<file path="config.mk">
export PLATFORM = sky130hd
export DESIGN_NAME = led_matrix_pwm_driver
export DESIGN_NICKNAME = d
export VERILOG_FILES = /design/src/rtl/led_matrix_pwm_driver.sv
export SDC_FILE = /design/constraint.sdc
export NUM_CORES = 1
export LEC_CHECK = 0
export CAP_MARGIN = 20
export CORE_MARGIN = 1.5
export CORE_UTILIZATION = 40
export DETAILED_ROUTE_END_ITERATION = 12
export PLACE_DENSITY = 0.54
export SLEW_MARGIN = 20
export SYNTH_ARGS = -nofsm -noshare
export SYNTH_HDL_FRONTEND = slang
export SYNTH_SLANG_ARGS = --single-unit
export TNS_END_PERCENT = 10
</file>
<file path="constraint.sdc">
create_clock -name CLK -period 12.7 [get_ports CLK]
set_clock_uncertainty 0.15 [all_clocks]
set_input_delay 1.27 -clock CLK [delete_from_list [all_inputs] [get_ports CLK]]
set_output_delay 1.27 -clock CLK [all_outputs]
set_load 0.03 [all_outputs]
</file>
<file path="src/rtl/led_matrix_pwm_driver.sv">
// Per-column PWM brightness driver for an 8x8 LED matrix.
// Holds a 64-entry brightness memory, snapshots the active column into a
// shadow register, and drives one-hot columns plus PWM rows with dead-time
// blanking between columns.
module led_matrix_pwm_driver #(
    parameter int PWM_BITS    = 4,
    parameter int DEAD_CYCLES = 2
) (
    input  logic                CLK,
    input  logic                RST,
    input  logic                COL_CE,
    input  logic [2:0]          COL_SEL,
    input  logic                TICK,
    input  logic                WR_EN,
    input  logic [5:0]          WR_ADDR,
    input  logic [PWM_BITS-1:0] WR_DATA,
    output logic [7:0]          ROW_OUT,
    output logic [7:0]          COL_OUT,
    output logic                FRAME_SYNC
);

    typedef enum logic [2:0] {
        S_IDLE,
        S_BLANK,
        S_LOAD,
        S_DRIVE,
        S_HOLD
    } state_t;

    localparam logic [PWM_BITS-1:0] PWM_MAX   = '1;
    // Only reached when DEAD_CYCLES > 0; with 0 the FSM skips BLANK entirely.
    localparam logic [3:0]          DEAD_LAST = 4'(DEAD_CYCLES - 1);

    state_t              state_q, state_d;
    logic [2:0]          col_q, col_d;
    logic [3:0]          dead_q, dead_d;
    logic [PWM_BITS-1:0] pwm_q, pwm_d;
    logic [PWM_BITS-1:0] mem_q    [64];
    logic [PWM_BITS-1:0] shadow_q [8];
    logic [7:0]          row_q, row_d;
    logic [7:0]          colo_q, colo_d;
    logic                fsync_q, fsync_d;

    // Brightness memory: writes land in any state; reads see the pre-write value.
    always_ff @(posedge CLK or posedge RST) begin
        if (RST) begin
            for (int i = 0; i < 64; i++) mem_q[i] <= '0;
        end else if (WR_EN) begin
            mem_q[WR_ADDR] <= WR_DATA;
        end
    end

    // Shadow snapshot of the active column, taken only in LOAD so brightness
    // stays constant for a whole column slot.
    always_ff @(posedge CLK or posedge RST) begin
        if (RST) begin
            for (int r = 0; r < 8; r++) shadow_q[r] <= '0;
        end else if (state_q == S_LOAD) begin
            for (int r = 0; r < 8; r++) shadow_q[r] <= mem_q[{col_q, 3'(r)}];
        end
    end

    // Control state registers.
    always_ff @(posedge CLK or posedge RST) begin
        if (RST) begin
            state_q <= S_IDLE;
            col_q   <= '0;
            dead_q  <= '0;
            pwm_q   <= '0;
        end else begin
            state_q <= state_d;
            col_q   <= col_d;
            dead_q  <= dead_d;
            pwm_q   <= pwm_d;
        end
    end

    // Next-state logic; a column strobe overrides everything and restarts blanking.
    always_comb begin
        state_d = state_q;
        col_d   = col_q;
        dead_d  = dead_q;
        pwm_d   = pwm_q;
        unique case (state_q)
            S_IDLE: ;
            S_BLANK: begin
                if (dead_q == DEAD_LAST) state_d = S_LOAD;
                else                     dead_d  = dead_q + 4'd1;
            end
            S_LOAD: begin
                pwm_d   = '0;
                state_d = S_DRIVE;
            end
            S_DRIVE: begin
                if (TICK) begin
                    if (pwm_q == PWM_MAX) begin
                        pwm_d   = '0;
                        state_d = S_HOLD;
                    end else begin
                        pwm_d = pwm_q + 1'b1;
                    end
                end
            end
            S_HOLD: ;
            default: state_d = S_IDLE;
        endcase
        if (COL_CE) begin
            col_d   = COL_SEL;
            dead_d  = '0;
            state_d = (DEAD_CYCLES == 0) ? S_LOAD : S_BLANK;
        end
    end

    // Output decode; a column strobe blanks outputs on the very next edge.
    always_comb begin
        row_d   = '0;
        colo_d  = '0;
        fsync_d = COL_CE && (COL_SEL == 3'd0);
        if (state_q == S_DRIVE && !COL_CE) begin
            colo_d = 8'd1 << col_q;
            for (int r = 0; r < 8; r++) row_d[r] = (pwm_q < shadow_q[r]);
        end
    end

    // Registered outputs, cleared immediately on reset.
    always_ff @(posedge CLK or posedge RST) begin
        if (RST) begin
            row_q   <= '0;
            colo_q  <= '0;
            fsync_q <= 1'b0;
        end else begin
            row_q   <= row_d;
            colo_q  <= colo_d;
            fsync_q <= fsync_d;
        end
    end

    assign ROW_OUT    = row_q;
    assign COL_OUT    = colo_q;
    assign FRAME_SYNC = fsync_q;

endmodule

</file>
* Word-level counts from Yosys, hierarchy flattened *
Index checks and enable logic that the tools add are counted.

storage, ports and cells
  bits in registers = 319
  latch bits = 0
  RAM bits = 0
  bits in read-only memories = 0
  input port bits = 18
  logic and storage cells = 173
  memories = 0

operators by class
  $add $sub $neg = 2
  $mul = 0
  divide/modulo/power cells = 0
  $lt $le $gt $ge = 18
  equal/unequal tests = 12
  shift operators = 1
  multiplexer cells = 40
  bitwise logic cells = 9
  reduce and logical (&&, ||, !) cells = 12

operators with widths
  cell                                                number
  bitwise mux 256 bit                                 1
  binary-select mux 4 bit (select 6 bit)              8
  two-way mux 4 bit                                   22
  >= comparator 7 bit, second input constant          9
  inverter 6 -> 7 bit                                 9
  < comparator 4 bit                                  8
  demux 4 bit (select 6 bit)                          1
  two-way mux 8 bit                                   2
  two-way mux 3 bit                                   4
  case mux 3 bit (4 select lines)                     1
  != test 3 bit, second input constant                3
  adder 4 x 1 -> 4 bit, second input constant         2
  case mux 4 bit (2 select lines)                     1
  << shifter 1 x 3 -> 8 bit, first input constant     1
  < comparator 7 x 1 -> 1 bit, second input constant  1
  == test 3 x 2 -> 1 bit, second input constant       2
  zero test 3 bit                                     2
  == test 4 x 1 -> 1 bit, second input constant       1
  == test 4 bit, second input constant                1
  != test 2 bit, second input constant                2
  AND reduction 2 bit                                 2
  AND reduction 4 bit                                 1
  nonzero test 2 bit                                  2
  == test 3 x 1 -> 1 bit, second input constant       1
  other kinds (5)                                     7

* Logic depth before layout (Yosys ltp) *
  word-level depth = 6
  depth in mapped cells = 7
  depth with buffers taken out = 5

* Least setup slack after synthesis *
No wires, ideal clock.

  path kind = input to register
  from = input port WR_ADDR[1]
  to = register mem_q[68] (netlist bit)
  arrival time = 2.551 ns
  data required time = 12.425 ns
  setup slack = 9.874 ns
  stages = 6
  path buffers = 2
  path through = buf_2 -> nand2_1 -> or2_2 -> buf_2 -> nor2_4 -> mux2_2

between the ends
  word-level cells in the longest chain between the ends = 6
  elaborated cells on any way between the ends = 7

ends and longest elaborated chain
  element                                                                                   RTL line  RTL
  start: declaration                                                                        15        input logic [5:0] WR_ADDR,
  inverter 6 -> 7 bit (implied by the code) (*)                                             49        mem_q[WR_ADDR] <= WR_DATA;
  >= comparator 7 bit (implied by the code) or < comparator 7 x 1 -> 1 bit (tied branches)  49
  logical AND 1 bit (implied by the code)                                                   49
  two-way mux 4 bit (implied by the code)                                                   49
  demux 4 bit (select 6 bit) (*)                                                            49
  bitwise mux 256 bit (*)                                                                   49
  end signal: indexed assignment                                                            49
  end: declaration                                                                          38        logic [PWM_BITS-1:0] mem_q [64];

Every way passes the cells marked *; elsewhere a longest branch is shown, timed or not.
A chain may end at the register's enable or synchronous reset.

* Worst setup path in the final report *
  from = register col_q[1]
  to = register shadow_q[0] (netlist bit)

between the ends
  word-level cells in the longest chain between the ends = 4

ends and longest elaborated chain
  element                                                RTL line  RTL
  start: declaration                                     35        logic [2:0] col_q, col_d;
  start signal: assignment                               72        col_q <= col_d;
  inverter 6 -> 7 bit (implied by the code)              59        for (int r = 0; r < 8; r++) shadow_q[r] <= mem_q[{col_q, 3'(r)}];
  binary-select mux 4 bit (select 6 bit)                 59
  two-way mux 4 bit (implied by the code) (2 in series)  59
  end: declaration                                       39        logic [PWM_BITS-1:0] shadow_q [8];

Every way passes these cells. The select of a mux whose other input is x is not followed.

==> flow_metrics.env <==
export IMPL_status="finished, final reports clean"
export IMPL_drv_slew=0
export IMPL_hp_class="flop to flop"
export IMPL_final_antenna_net_count=0
export IMPL_drt_total_wl_mm=34.50
export IMPL_clock_latency_ps=510
export IMPL_clk_path_buf_depth=3
export IMPL_dp_hpwl_mm=20.74
export IMPL_num_rows=70
export IMPL_p_clk_share_pct=35.3
export IMPL_place_inst=1623
export IMPL_io_buffers=34
export IMPL_grt_pass1_wl_mm=55.81
export IMPL_grt_use_met3_pct=2.854
export IMPL_cts_root_buf="clkbuf_16"
export IMPL_gp_congestion=0.7214
export IMPL_cts_tree="done"
export IMPL_hold_viol_final=0
export IMPL_critPathTopFamily="buffers and inverters"
export IMPL_cts_resized=0
export IMPL_cts_buffers=37
export IMPL_wl_per_cell_um=20.49
export IMPL_fillers=3391
export IMPL_setup_viol=0
export IMPL_met2_usage_pct=28.69
export IMPL_final_setup_tns_ps=0
export IMPL_start_util_pct=40.69
export IMPL_cts_htree_levels=2
export IMPL_use_met1_pct=28.10
export IMPL_postPlaceCellArea_sq_um=15660
export IMPL_tightest_slew_ps=906.8
export IMPL_syn_area_sq_um=14930
export IMPL_drt_iter0_markers=501
export IMPL_p_int_mw=2.097
export IMPL_area_growth_pct=12.65
export IMPL_ys_async_sr_fraction_pct=100.0
export IMPL_finalInstanceArea_sq_um=16820
export IMPL_cp_max_fo=49
export IMPL_required_ps=13000
export IMPL_worstSetupPathType="flop to flop"
export IMPL_ys_types=49
export IMPL_crit_buf_inv=2
export IMPL_max_slew_margin_rel_pct=39.55
export IMPL_crit_top_cell="buf_4"
export IMPL_die_h_um=196.2
export IMPL_vias=8966
export IMPL_cp_slowest_cell="dfrtp_4"
export IMPL_final_cell_mix="318 x dfrtp_1, 253 x mux2_2, 124 x mux2i_1"
export IMPL_hold_buffers=0
export IMPL_finalPower_mw=2.922
export IMPL_timing_final_crit_share_pct=28.50
export IMPL_synth_seq_cells=319
export IMPL_synth_nets=1227
export IMPL_synth_seq_area_share_pct=53.47
export IMPL_power_density_nw_per_um2=173.8
export IMPL_comb_power_share_pct=19.9
export IMPL_layout_commonest_cell="dfrtp_1"
export IMPL_cts_sinks=319
export IMPL_path_clk_slew_ps=60
export IMPL_path_cells="buf_4 -> buf_4 -> mux2i_1 -> a221oi_1 -> a22o_1"
export IMPL_syn_avg_cell_area_sq_um=12.63
export IMPL_p_switching_mw=0.8259
export IMPL_dr_pass1_iters=4
export IMPL_grt_max_degree=114
export IMPL_die_w_um=196.2
export IMPL_fp_coreArea_sq_um=36700
export IMPL_yosys_warnings=0
export IMPL_grt_pass1_vias=9323
export IMPL_ir_drop_mv=0.08091
export IMPL_worstPathArrival_ps=3920
export IMPL_viasPerCell=5.324
export IMPL_nets=1239
export IMPL_rsz0062_at_grt="false"
export IMPL_final_cells=1684
export IMPL_synth_main_ff_cell="dfrtp_1"
export IMPL_layout_min_cycle_time_ps=3619
export IMPL_gr_total_overflow=0
export IMPL_seqPwrFrac_pct=44.9
export IMPL_antenna_found_initial=1
export IMPL_p_leak_nw=7.993
export IMPL_synth_edff_count=0
export IMPL_top_usage_layer="met2"
export IMPL_cap_violations=0
export IMPL_cp_end_kind="flop"
export IMPL_num_io_pins=35
export IMPL_post_cts_buffers=0
export IMPL_syn_inst=1182
export IMPL_diodes=0
export IMPL_layout_drive_gt1_share_pct=29.28
export IMPL_critPathMaxStageDelay_ps=880
export IMPL_holdWs_ps=329.9
export IMPL_drc=0
export IMPL_netSwitchingFraction_pct=28.26
export IMPL_dieArea_sq_um=38490
export IMPL_worstSetupStartpointType="flop"
export IMPL_fmax_mhz=276.3
export IMPL_grt_total_usage_pct=18.73
==> layout make-up <==
class                           instances  area (sq um)  share of cell area (%)
Timing Repair Buffer                   48         429.2                   2.552
Multi-Input combinational cell        761          6549                   38.93
Tap cell                              468         585.6                   3.481
Inverter                               27         108.9                  0.6472
Clock inverter                          8         115.1                  0.6844
Clock buffer                           53          1046                   6.219
Sequential cell                       319          7986                   47.48
==> sequential cells by signal (all words and copies together) (netlist names) <==
name	count
COL_OUT	8
state_q	3
FRAME_SYNC	1
shadow_q	32
dead_q	4
ROW_OUT	8
col_q	3
mem_q	256
pwm_q	4
==> metal layers <==
layer	up-vias	share of wire [%]
met3	36	4.2
met2	125	45
met4	0	1.4
met5	-	0
met1	4570	50
li1	4235	-
==> worst reg2reg max path, stage by stage (launching register included) <==
cell and delay (ps):
dfrtp_4 880, buf_4 760, buf_4 870, mux2i_1 210, a221oi_1 490, a22o_1 200
==> metrics by stage <==
stage | utilization (%) | setup WS [ps]
2_1_floorplan | - | 2452
3_3_place_gp | 42.66 | 8252
3_5_place_dp | 42.66 | 8236
4_1_cts | 45.82 | 8773
5_1_grt | 45.83 | 8910
6_report | 45.83 | 9081
==> cells by family (layout without fill, tap and decap cells) <==
group | after synthesis | count (layout) | synth area share, %
XOR/XNOR | 3 | 3 | 0.1760
AO/OA/AOI/OAI | 133 | 133 | 6.193
flip-flops | 319 | 319 | 53.47
adder cells (fa/ha/maj) | 27 | 27 | 2.263
AND/OR/NAND/NOR | 213 | 213 | 7.006
buffers and inverters | 102 | 136 | 2.749
multiplexers | 385 | 385 | 28.15
==> synth_stat cells (2+ instances only) <==
cell      number  area, sq um
dfrtp_1      319         7983
mux2_2       253         2849
mux2i_1      124         1241
nand2_1      105        394.1
a22oi_1       60        450.4
clkbuf_1      51        191.4
nor2_1        36        135.1
o21ai_0       35        175.2
ha_1          27        337.8
inv_1         27        101.4
buf_2         22        110.1
a21o_1        17        127.6
nand2b_1      16        100.1
a211oi_1      10        75.07
nor2_4         7        78.83
mux2_1         6        67.56
nor2_2         6        37.54
nor3_1         6        30.03
nor2b_1        5        31.28
and3_1         4        25.02
nand3_1        4        20.02
or2_2          4        25.02
and2_1         3        18.77
nand3b_1       3        22.52
a221oi_1       2        17.52
a22o_1         2        17.52
buf_1          2        7.510
mux4_2         2        45.04
nand4_1        2        12.51
nor4_1         2        12.51
xnor2_1        2        17.52
==> power groups by stage <==
stage / Combinational, mW / Clock (mW) / Sequential, mW
final: 0.581 / 1.03 / 1.31
after global routing: 0.657 / 1.10 / 1.34
after CTS: 0.590 / 1.06 / 1.31
after detailed placement: 0.587 / 0 / 1.33
after global placement: 0.576 / 0 / 1.33
after floorplan: 0.441 / 0 / 1.29
==> path summary, 6_finish.rpt <==
path | from | endpoint | slack (ps) | depth (start not counted)
min in group asynchronous | RST | COL_OUT[2] | 1120 | 2
min reg2reg | shadow_q[2] | shadow_q[2] | 330 | 2
max reg2reg | col_q[1] | shadow_q[0] | 9080 | 5
min | shadow_q[2] | shadow_q[2] | 330 | 2
max | col_q[1] | shadow_q[0] | 9080 | 5
max in group asynchronous | RST | shadow_q[27] | 9320 | 4
Power figures use the tool's default switching activity.
